<file path="src/rtl/cs_drain_pkg.sv">
// ---------------------------------------------------------------------------
// cs_drain_pkg
// Shared constants and helpers for the carry-save result drain.
//   - Default parameter values for cs_result_drain.
//   - Low-half split width used by the two-stage split adder.
//   - sat_shift(): arithmetic shift followed by signed saturation, used by
//     the optional saturation stage (enabled with macro CS_DRAIN_SAT_EN).
// ---------------------------------------------------------------------------
package cs_drain_pkg;

  localparam int DEF_ACC_WIDTH  = 24;
  localparam int DEF_FIFO_DEPTH = 8;
  localparam int DEF_TILE_LEN   = 16;
  localparam int DEF_OUT_WIDTH  = 8;
  localparam int DEF_SHIFT      = 0;

  // Low half of the split adder for the default width (rounded down).
  localparam int DEF_LO_WIDTH   = DEF_ACC_WIDTH / 2;

  // Working width of the saturation helper; accumulators up to 64 bits.
  localparam int SAT_CALC_WIDTH = 64;

  // Low-half split width for an arbitrary accumulator width.
  function automatic int lo_width(input int acc_width);
    return acc_width / 2;
  endfunction

  // Arithmetic right shift by 'shift', then clamp to the signed range of
  // 'out_width' bits. The caller sign-extends its value to SAT_CALC_WIDTH
  // and truncates the result back to its own width.
  function automatic logic signed [SAT_CALC_WIDTH-1:0] sat_shift(
    input logic signed [SAT_CALC_WIDTH-1:0] value,
    input int                               shift,
    input int                               out_width
  );
    logic signed [SAT_CALC_WIDTH-1:0] shifted;
    logic signed [SAT_CALC_WIDTH-1:0] max_v;
    logic signed [SAT_CALC_WIDTH-1:0] min_v;
    shifted = value >>> shift;
    max_v   = (64'sd1 <<< (out_width - 1)) - 64'sd1;
    min_v   = -(64'sd1 <<< (out_width - 1));
    if (shifted > max_v) begin
      return max_v;
    end
    if (shifted < min_v) begin
      return min_v;
    end
    return shifted;
  endfunction

endpackage

</file>
<file path="src/rtl/cs_drain_fifo.sv">
// ---------------------------------------------------------------------------
// cs_drain_fifo
// Show-ahead FIFO with a registered head entry. The head register always
// holds the entry that will be visible next, so head_data is a flop output
// and stays stable while the consumer stalls. A push into a full FIFO is
// accepted only when a pop happens in the same cycle.
//
// Ports
//   clk, rst_n   clock, asynchronous active-low reset
//   clear        synchronous flush of pointers, count and head
//   push         write request, push_data is the value to store
//   pop          read request (ignored when empty)
//   head_data    registered head entry
//   full, empty  occupancy flags derived from the registered count
//   level        occupancy, 0..DEPTH
// ---------------------------------------------------------------------------
module cs_drain_fifo
  import cs_drain_pkg::*;
#(
  parameter int WIDTH = DEF_ACC_WIDTH,
  parameter int DEPTH = DEF_FIFO_DEPTH
) (
  input  logic                     clk,
  input  logic                     rst_n,
  input  logic                     clear,
  input  logic                     push,
  input  logic [WIDTH-1:0]         push_data,
  input  logic                     pop,
  output logic [WIDTH-1:0]         head_data,
  output logic                     full,
  output logic                     empty,
  output logic [$clog2(DEPTH):0]   level
);

  localparam int AW = $clog2(DEPTH);

  logic [WIDTH-1:0] mem [DEPTH];
  logic [AW-1:0]    wr_ptr;
  logic [AW-1:0]    rd_ptr;
  logic [AW:0]      count;

  logic             do_push;
  logic             do_pop;
  logic [AW-1:0]    rd_ptr_next;
  logic [AW:0]      count_next;
  logic [WIDTH-1:0] head_next;

  assign full  = (count == (AW+1)'(DEPTH));
  assign empty = (count == '0);
  assign level = count;

  // A full FIFO frees a slot in the same cycle it is popped, so the push is
  // allowed through in that case.
  assign do_pop      = pop && !empty;
  assign do_push     = push && (!full || do_pop);
  assign rd_ptr_next = rd_ptr + AW'(do_pop);
  assign count_next  = count + (AW+1)'(do_push) - (AW+1)'(do_pop);

  // Next head: the entry at the next read pointer, or the incoming data
  // when it is being written into exactly that slot (FIFO empty, or
  // draining its last entry while a new one arrives).
  always_comb begin
    head_next = mem[rd_ptr_next];
    if (do_push && (wr_ptr == rd_ptr_next)) begin
      head_next = push_data;
    end
  end

  // Storage array; no reset needed since the count qualifies every entry.
  always_ff @(posedge clk) begin
    if (do_push && !clear) begin
      mem[wr_ptr] <= push_data;
    end
  end

  // Pointers, occupancy and the registered head entry.
  always_ff @(posedge clk or negedge rst_n) begin
    if (!rst_n) begin
      wr_ptr    <= '0;
      rd_ptr    <= '0;
      count     <= '0;
      head_data <= '0;
    end else if (clear) begin
      wr_ptr    <= '0;
      rd_ptr    <= '0;
      count     <= '0;
      head_data <= '0;
    end else begin
      if (do_push) begin
        wr_ptr <= wr_ptr + AW'(1);
      end
      rd_ptr    <= rd_ptr_next;
      count     <= count_next;
      head_data <= head_next;
    end
  end

endmodule

</file>
<file path="src/rtl/cs_result_drain.sv">
// ---------------------------------------------------------------------------
// cs_result_drain
// Resolves the carry-save pair leaving the bottom PE of a systolic column
// into one two's-complement accumulator value, buffers results in a small
// FIFO and streams them out over valid/ready with a per-tile last marker.
//
// Optional feature: define macro CS_DRAIN_SAT_EN to add a third register
// stage that arithmetically shifts right by SHIFT and saturates to a signed
// OUT_WIDTH range (sign-extended to ACC_WIDTH). Without the macro OUT_WIDTH
// and SHIFT are ignored and o_data is the raw resolved value.
//
// Ports
//   clk, rst_n   clock, asynchronous active-low reset
//   i_clear      synchronous flush of pipeline, FIFO, tile count, overflow
//   i_y_p        {sum, carry}, each ACC_WIDTH bits
//   i_valid      i_y_p valid this cycle (no backpressure upstream)
//   o_data       resolved result (signed), registered FIFO head
//   o_valid      FIFO not empty
//   i_ready      downstream accepts; pop = o_valid && i_ready
//   o_last       o_data is the last result of a tile
//   o_overflow   sticky: a result was dropped on a full FIFO
//   o_level      FIFO occupancy
// ---------------------------------------------------------------------------
module cs_result_drain
  import cs_drain_pkg::*;
#(
  parameter int ACC_WIDTH  = DEF_ACC_WIDTH,
  parameter int FIFO_DEPTH = DEF_FIFO_DEPTH,
  parameter int TILE_LEN   = DEF_TILE_LEN,
  parameter int OUT_WIDTH  = DEF_OUT_WIDTH,
  parameter int SHIFT      = DEF_SHIFT
) (
  input  logic                          clk,
  input  logic                          rst_n,
  input  logic                          i_clear,
  input  logic [2*ACC_WIDTH-1:0]        i_y_p,
  input  logic                          i_valid,
  output logic [ACC_WIDTH-1:0]          o_data,
  output logic                          o_valid,
  input  logic                          i_ready,
  output logic                          o_last,
  output logic                          o_overflow,
  output logic [$clog2(FIFO_DEPTH):0]   o_level
);

  localparam int LO_W = lo_width(ACC_WIDTH);
  localparam int HI_W = ACC_WIDTH - LO_W;
  localparam int TW   = (TILE_LEN > 1) ? $clog2(TILE_LEN) : 1;
  localparam logic [TW-1:0] TILE_MAX = TW'(TILE_LEN - 1);

  logic [ACC_WIDTH-1:0] sum_in;
  logic [ACC_WIDTH-1:0] carry_in;
  logic [LO_W:0]        lo_add;

  logic                 s1_valid;
  logic [LO_W-1:0]      s1_lo;
  logic                 s1_co;
  logic [HI_W-1:0]      s1_sum_hi;
  logic [HI_W-1:0]      s1_car_hi;

  logic [HI_W-1:0]      hi_add;
  logic                 s2_valid;
  logic [ACC_WIDTH-1:0] s2_data;

  logic                 fin_valid;
  logic [ACC_WIDTH-1:0] fin_data;

  logic                 fifo_full;
  logic                 fifo_empty;
  logic                 pop;
  logic [TW-1:0]        tile_cnt;
  logic                 overflow_q;

  assign sum_in   = i_y_p[2*ACC_WIDTH-1:ACC_WIDTH];
  assign carry_in = i_y_p[ACC_WIDTH-1:0];

  // Low halves are added with one extra bit so the carry into the high
  // half can be registered alongside the low sum.
  assign lo_add = {1'b0, sum_in[LO_W-1:0]} + {1'b0, carry_in[LO_W-1:0]};

  // Stage 1: low-half add, carry-out and both high halves.
  always_ff @(posedge clk or negedge rst_n) begin
    if (!rst_n) begin
      s1_valid  <= 1'b0;
      s1_lo     <= '0;
      s1_co     <= 1'b0;
      s1_sum_hi <= '0;
      s1_car_hi <= '0;
    end else begin
      s1_valid  <= i_valid && !i_clear;
      s1_lo     <= lo_add[LO_W-1:0];
      s1_co     <= lo_add[LO_W];
      s1_sum_hi <= sum_in[ACC_WIDTH-1:LO_W];
      s1_car_hi <= carry_in[ACC_WIDTH-1:LO_W];
    end
  end

  // The carry out of the high half is the modulo wrap and is discarded.
  assign hi_add = s1_sum_hi + s1_car_hi + HI_W'(s1_co);

  // Stage 2: high-half add joined with the registered low sum.
  always_ff @(posedge clk or negedge rst_n) begin
    if (!rst_n) begin
      s2_valid <= 1'b0;
      s2_data  <= '0;
    end else begin
      s2_valid <= s1_valid && !i_clear;
      s2_data  <= {hi_add, s1_lo};
    end
  end

`ifdef CS_DRAIN_SAT_EN
  logic                 s3_valid;
  logic [ACC_WIDTH-1:0] s3_data;

  // Stage 3: shift and saturate; the helper works on a sign-extended copy
  // and the low ACC_WIDTH bits carry the sign-extended clamped result.
  always_ff @(posedge clk or negedge rst_n) begin
    if (!rst_n) begin
      s3_valid <= 1'b0;
      s3_data  <= '0;
    end else begin
      s3_valid <= s2_valid && !i_clear;
      s3_data  <= ACC_WIDTH'(sat_shift(SAT_CALC_WIDTH'(signed'(s2_data)),
                                       SHIFT, OUT_WIDTH));
    end
  end

  assign fin_valid = s3_valid;
  assign fin_data  = s3_data;
`else
  assign fin_valid = s2_valid;
  assign fin_data  = s2_data;
`endif

  assign o_valid = !fifo_empty;
  assign pop     = o_valid && i_ready;

  cs_drain_fifo #(
    .WIDTH (ACC_WIDTH),
    .DEPTH (FIFO_DEPTH)
  ) u_fifo (
    .clk       (clk),
    .rst_n     (rst_n),
    .clear     (i_clear),
    .push      (fin_valid),
    .push_data (fin_data),
    .pop       (pop),
    .head_data (o_data),
    .full      (fifo_full),
    .empty     (fifo_empty),
    .level     (o_level)
  );

  // Sticky overflow: set when a result arrives on a full FIFO that is not
  // being popped in the same cycle.
  always_ff @(posedge clk or negedge rst_n) begin
    if (!rst_n) begin
      overflow_q <= 1'b0;
    end else if (i_clear) begin
      overflow_q <= 1'b0;
    end else if (fin_valid && fifo_full && !pop) begin
      overflow_q <= 1'b1;
    end
  end

  assign o_overflow = overflow_q;

  // Tile counter: index of the result currently at the head, advanced on
  // every pop and wrapped after the last result of a tile.
  always_ff @(posedge clk or negedge rst_n) begin
    if (!rst_n) begin
      tile_cnt <= '0;
    end else if (i_clear) begin
      tile_cnt <= '0;
    end else if (pop) begin
      if (o_last) begin
        tile_cnt <= '0;
      end else begin
        tile_cnt <= tile_cnt + TW'(1);
      end
    end
  end

  // With TILE_LEN=1 TILE_MAX is 0 and the counter never leaves 0.
  assign o_last = o_valid && (tile_cnt == TILE_MAX);

endmodule

</file>
<file path="config.mk">
export PLATFORM = sky130hd
export DESIGN_NAME = cs_result_drain
export DESIGN_NICKNAME = d
export VERILOG_FILES = /design/src/rtl/cs_drain_pkg.sv /design/src/rtl/cs_drain_fifo.sv /design/src/rtl/cs_result_drain.sv
export SDC_FILE = /design/constraint.sdc
export NUM_CORES = 1
export LEC_CHECK = 0
export ABC_AREA = 1
export CAP_MARGIN = 25
export CORE_ASPECT_RATIO = 0.7
export CORE_MARGIN = 1.5
export CORE_UTILIZATION = 30
export CTS_CLUSTER_DIAMETER = 50
export DETAILED_ROUTE_END_ITERATION = 10
export GPL_ROUTABILITY_DRIVEN = 0
export PLACE_DENSITY = 0.49
export SLEW_MARGIN = 40
export SYNTH_ARGS = -nofsm -noshare
export SYNTH_HDL_FRONTEND = slang
export SYNTH_HIERARCHICAL = 1
export SYNTH_SLANG_ARGS = --single-unit
</file>
<file path="constraint.sdc">
create_clock -name clk -period 4.1 [get_ports clk]
set_input_delay 0.82 -clock clk [delete_from_list [all_inputs] [get_ports clk]]
set_output_delay 0.82 -clock clk [all_outputs]
set_load 0.01 [all_outputs]
</file>
Yosys cells after proc, flatten, opt, wreduce, memory -nomap -nowiden
Memories as Yosys holds them, arrays and structs flattened. Cells that the tools add are included.

Input port bits: 53. Memory bits (writable): 192. Output and inout port bits: 31. Logic and storage cells: 57. Register bits after elaboration: 102. Memories: 1.

Add/subtract/negate cells: 8. Reduce and logical (&&, ||, !) cells: 19. Mux-type cells: 13. Eq/ne operators: 3.

Memory list: u_fifo.mem (depth 8, bits a word 24, read ports 1, clocked after memory_dff 0, wr ports 1, RTL line cs_drain_fifo.sv:37) `logic [WIDTH-1:0] mem [DEPTH];`.

Operators with widths (count): $mux 24 (2); $mux 4 (4); $add 12x12->13 (1); $add 12x1->12 (1); $add 12x12->12 (1); $logic_and 1x1->1 (10); $mux 3 (3); $eq 4x4->1 const B (2); $reduce_bool 2->1 (3); $add 4x1->4 (1); $add 4x1->4 const B (1); $logic_not 1->1 (4); $logic_not 4->1 (1); $mux 1 (4); $sub 4x1->4 (1); $add 3x1->3 (1); $add 3x1->3 const B (1); $eq 3x3->1 (1); $logic_or 1x1->1 (1).

Longest topological paths before layout
Word-level depth: 9. Gate-level depth with buffers: 22. Depth with buffers taken out: 20.

Cells and area by module
Netlist, hierarchy kept.

By module, submodules not included: cs_drain_fifo (area an instance 9744.3 µm², sequential area each 6616.3 µm², cells each 914, times used 1); cs_result_drain (area an instance 3145.5 µm², sequential area each 1701.6 µm², cells each 342, times used 1).

Least setup slack after synthesis
Ideal clock, no wire load.

Path type: reg2reg. From: register u_fifo.count[2] (netlist: u_fifo/level[2]). To: memory u_fifo/mem[0][0] (netlist name) (enable). Clock period less this slack: 3.067 ns. Path buffers: 0. Arrival: 2.662 ns. Data required time: 3.695 ns. Setup time: 0.405 ns. Path slack: 1.033 ns. Stages on the path, launching flop included: 14. Cell sequence: dfrtp_1 inv_1 ha_1 nand2_2 inv_1 inv_1 nand2_1 inv_1 nand2_4 nand2_1 nand2_2 nor2_1 nand2_1 nor2_1.

Longest elaborated chain between the ends: 9. Elaborated cells between the ends (all ways): 11. Those cells by class: 1 x eq/ne; 2 x mux; 8 x reduce/logical.

Ends and longest elaborated chain: from (decl) (RTL line cs_drain_fifo.sv:40) `logic [AW:0] count;`; from (signal assigned) (RTL line cs_drain_fifo.sv:93) `count <= count_next;`; $logic_not 4->1 (RTL line cs_drain_fifo.sv:49) `assign empty = (count == '0);`; named net fifo_empty (RTL line cs_result_drain.sv:69) `logic fifo_empty;`; $logic_not 1->1 (RTL line cs_result_drain.sv:136) `assign o_valid = !fifo_empty;`; named net o_valid (RTL line cs_result_drain.sv:39) `output logic o_valid,`; $logic_and 1x1->1 (RTL line cs_result_drain.sv:137) `assign pop = o_valid && i_ready;`; named net pop (RTL line cs_result_drain.sv:70) `logic pop;`; $logic_and 1x1->1 (RTL line cs_drain_fifo.sv:54) `assign do_pop = pop && !empty;`; $logic_or 1x1->1 (RTL line cs_drain_fifo.sv:55) `assign do_push = push && (!full || do_pop);`; $logic_and 1x1->1 (RTL line cs_drain_fifo.sv:55); $logic_and 1x1->1 (RTL line cs_drain_fifo.sv:71) `if (do_push && !clear) begin`; $mux 1 (RTL line cs_drain_fifo.sv:71); $mux 1 (implied by the code) (RTL line cs_drain_fifo.sv:72) `mem[wr_ptr] <= push_data;`; to (decl) (RTL line cs_drain_fifo.sv:37).

The timed path passes the listed nets, and every way through them passes these cells.

Worst setup path in the final report
From: register u_fifo.count[2] (netlist: u_fifo/level[2]). To: register u_fifo.head_data[12].

Longest elaborated chain between the ends: 9. Elaborated cells between the ends (all ways): 14. Those cells by class: 1 x add/sub; 2 x eq/ne; 2 x mux; 8 x reduce/logical; 1 x memory.

Ends and longest elaborated chain: $logic_not 4->1 (*) (RTL line cs_drain_fifo.sv:49); named net fifo_empty (RTL line cs_result_drain.sv:69); $logic_not 1->1 (*) (RTL line cs_result_drain.sv:136); $logic_and 1x1->1 (*) (RTL line cs_result_drain.sv:137); named net pop (RTL line cs_result_drain.sv:70); $logic_and 1x1->1 (*) (RTL line cs_drain_fifo.sv:54); parallel branches: the longest is 3 deep, another holds $mem_v2 8x24; $mux 24 (*) (RTL line cs_drain_fifo.sv:64) `if (do_push && (wr_ptr == rd_ptr_next)) begin`; $mux 24 (*) (RTL line cs_drain_fifo.sv:83) `end else if (clear) begin`; to (signal assigned) (RTL line cs_drain_fifo.sv:94) `head_data <= head_next;`; to (decl) (RTL line cs_drain_fifo.sv:29) `output logic [WIDTH-1:0] head_data,`.

Mark *: on every way through the listed nets, which the timed path passes. A chain may end at the register's enable or synchronous reset.

==> results.cfg <==
[global_routing]
grt_pass1_wl_um = 49900
gr-total-overflow = 0
grt_usage_pct = 14.6
grt_pass1_vias = 8337
antenna_found_initial = 2
grt_max_degree = 103

[route]
dr.pass1.iters = 5
wl_per_cell_um = 16.5
vias_per_cell = 4.49
via_count = 8692
routed_wl_um = 32000
drc = 0
drtIter0Drc = 630
ant_nets = 0

[worst_setup_path]
setup.worst_path.end_class = flop
slowest_delay_ns = 0.38
slowest_stage = dfrtp_1
rrSetupSlack_ns = 1.10
cp.depth = 21
worst_ep_arrival_time_ns = 3.48
timing.rr.start = u_fifo/level[2]$_DFF_PN0_
crit_start = u_fifo/level[2]$_DFF_PN0_
cpMostUsedCell = inv_1
critPathLaunchType = flop
rr_worst_depth = 21
worstPathMaxFanout = 14
crit_chain = inv_1 -> ha_1 -> nand2_2 -> inv_1 -> inv_1 -> nand2_1 -> inv_1 -> nand2_4 -> inv_1 -> ha_2 -> ha_1 -> inv_1 -> nand2_1 -> nand2_2 -> nand2_1 -> nand2_1 -> nand2_2 -> nor2_8 -> buf_12 -> nor2_2 -> nor2_2
crit_path_end = u_fifo/head_data[12]$_DFF_PN0_
cp.required_ns = 4.59
cp_num_buf_inv = 7
crit_type = flop to flop
r2r-end = u_fifo/head_data[12]$_DFF_PN0_
cpLargestDelayFamily = simple AND/OR/NAND/NOR gates

[sta]
max_freq_mhz = 334
fin_crit_ns = 3.00
tns_ns = 0
drv_slew = 0
report.final.setup_viol = 0
skew_ns = 0.0127
final_hold_viol_count = 0
fin_crit_sh_pct = 73.1
relSlewSlack_pct = 58.6
worst_pin_slew_ns = 0.621
rsz0062_at_grt = false

[finish]
area.growth.synth_to_final_pct = 19.7
fillers = 4236
fin_nets = 1447
drive_gt1_share_pct = 10.3

[floorplan]
rows = 63
die_h_um = 176
start_util_pct = 30.5
die-area_um2 = 44200
die_w_um = 251
coreArea_um2 = 42300
io_pins = 84

[placement]
port_buffers = 83
dpl.hpwl_um = 19400

[yosys]
yosysWarnings = 6
synth_area_um2 = 12900
synth-seq-area-share_pct = 64.5
syn-num-nets = 1344
synth-seq-cells = 294
synth.distinct_cells = 32
avgSynthCellArea_um2 = 10.3
synth_cells = 1256

[clock_network]
post-cts-setup-buffer-count = 0
clkSlewWorstSetupHoldPaths_ns = 0.07
clk_path_buf_depth = 3
postCtsResizedCells = 0
cts_tree = built
clock_sinks = 294
cts_htree_levels = 1
cts_made_buffers = 31
root_buffer = clkbuf_16
cts-hold-fix-buffers = 0
insertion_delay_ns = 0.56

[pwr]
vdd_drop_max_mv = 0.602
leakagePower_nw = 6.67
p_per_area_nw_per_um2 = 657
p_total_mw = 10.1

[run]
maxCapViolCount = 0

[run_status]
status = complete, no violations

[worst_hold_path]
hold_path.class = input pin to async pin
where the power goes:
group          internal [mW]  leakage, nW  switching (mW)
combinational           1.34         3.22            2.42
clock                   1.49        0.464            1.15
sequential              3.48         2.99           0.246
registers in the layout, summed over array words and instances, names as in the netlist:
register / cells
fin_valid: 1
s1_lo: 12
s1_valid: 1
u_fifo/mem: 192
fin_data: 24
s1_sum_hi: 12
u_fifo/wr_ptr: 3
u_fifo/rd_ptr: 3
s1_car_hi: 12
u_fifo/head_data: 24
u_fifo/level: 4
tile_cnt: 4
o_overflow: 1
s1_co: 1
through the flow:
step                setup WS (ns)  hold slack (ns)  util [%]  std cells  cell area, um^2
floorplan                    1.03            0.331         -       1256            12900
global placement            0.700            0.334      34.2       1878            14500
detailed placement          0.680            0.335      34.2       1878            14500
CTS                          1.06            0.346      36.4       1935            15400
global route                0.795            0.356      36.4       1935            15400
finish                       1.10            0.314      36.4       1936            15400
cell usage in the layout, fill, tap and decap left out, types with 15 or more instances in the layout:
cell	n
buf_4	25
clkbuf_16	31
clkdlybuf4s50_1	82
dfrtp_1	102
edfxtp_1	192
ha_1	30
inv_1	117
nand2_1	471
nand3_1	142
nor2_1	37
nor2_2	48
xor2_1	15
layout make-up:
type                    count  area [um^2]  area share [%]
flip-flops and latches    294         8320            53.9
multi-input cells         798         3870            25.1
repair buffers            114         1150            7.45
clock buffers              44          845            5.48
well taps                 552          691            4.48
inverters                 120          453            2.94
clock inverters            13         97.6           0.633
diodes                      1         2.50          0.0162
cells in the mapped netlist (all sizes together):
cell type	number	share of area, %
nand2	479	14
ha	31	3.0
a21o	1	0.058
nand3	146	5.8
clkinv	1	0.029
xnor2	2	0.14
clkbuf	7	0.20
edfxtp	192	45
fa	4	0.62
o21ai	9	0.35
a21oi	14	0.63
xor2	15	1.0
nor3	2	0.17
nand4	8	0.39
buf	37	1.9
nor2	87	3.5
dfrtp	102	20
inv	119	3.5
layer usage:
metal,share of wire (%),global-route usage [%]
met1,52,22.8
met2,42,21.1
met3,5.0,2.33
met4,1.9,2.98
met5,0,0
kinds of logic after synthesis:
| kind of cell | synth area share [%] |
|---|---|
| compound gates | 1.04 |
| xor+xnor | 1.16 |
| fa+ha+maj | 3.63 |
| buf+inv | 5.63 |
| flops | 64.5 |
| simple gates | 24.0 |
worst min-delay path by stage:
stage,startpoint,end,slack [ns],cells past startpoint
2_1_floorplan,s1_lo[0]$_DFF_PN0_,fin_data[0]$_DFF_PN0_,0.33,0
3_5_place_dp,s1_lo[5]$_DFF_PN0_,fin_data[5]$_DFF_PN0_,0.33,0
6_report,rst_n,u_fifo/head_data[8]$_DFF_PN0_,0.31,2
4_1_cts,rst_n,u_fifo/head_data[8]$_DFF_PN0_,0.35,2
5_1_grt,rst_n,u_fifo/head_data[8]$_DFF_PN0_,0.36,2
3_3_place_gp,s1_lo[5]$_DFF_PN0_,fin_data[5]$_DFF_PN0_,0.33,0
Power figures use the tool's default switching activity.
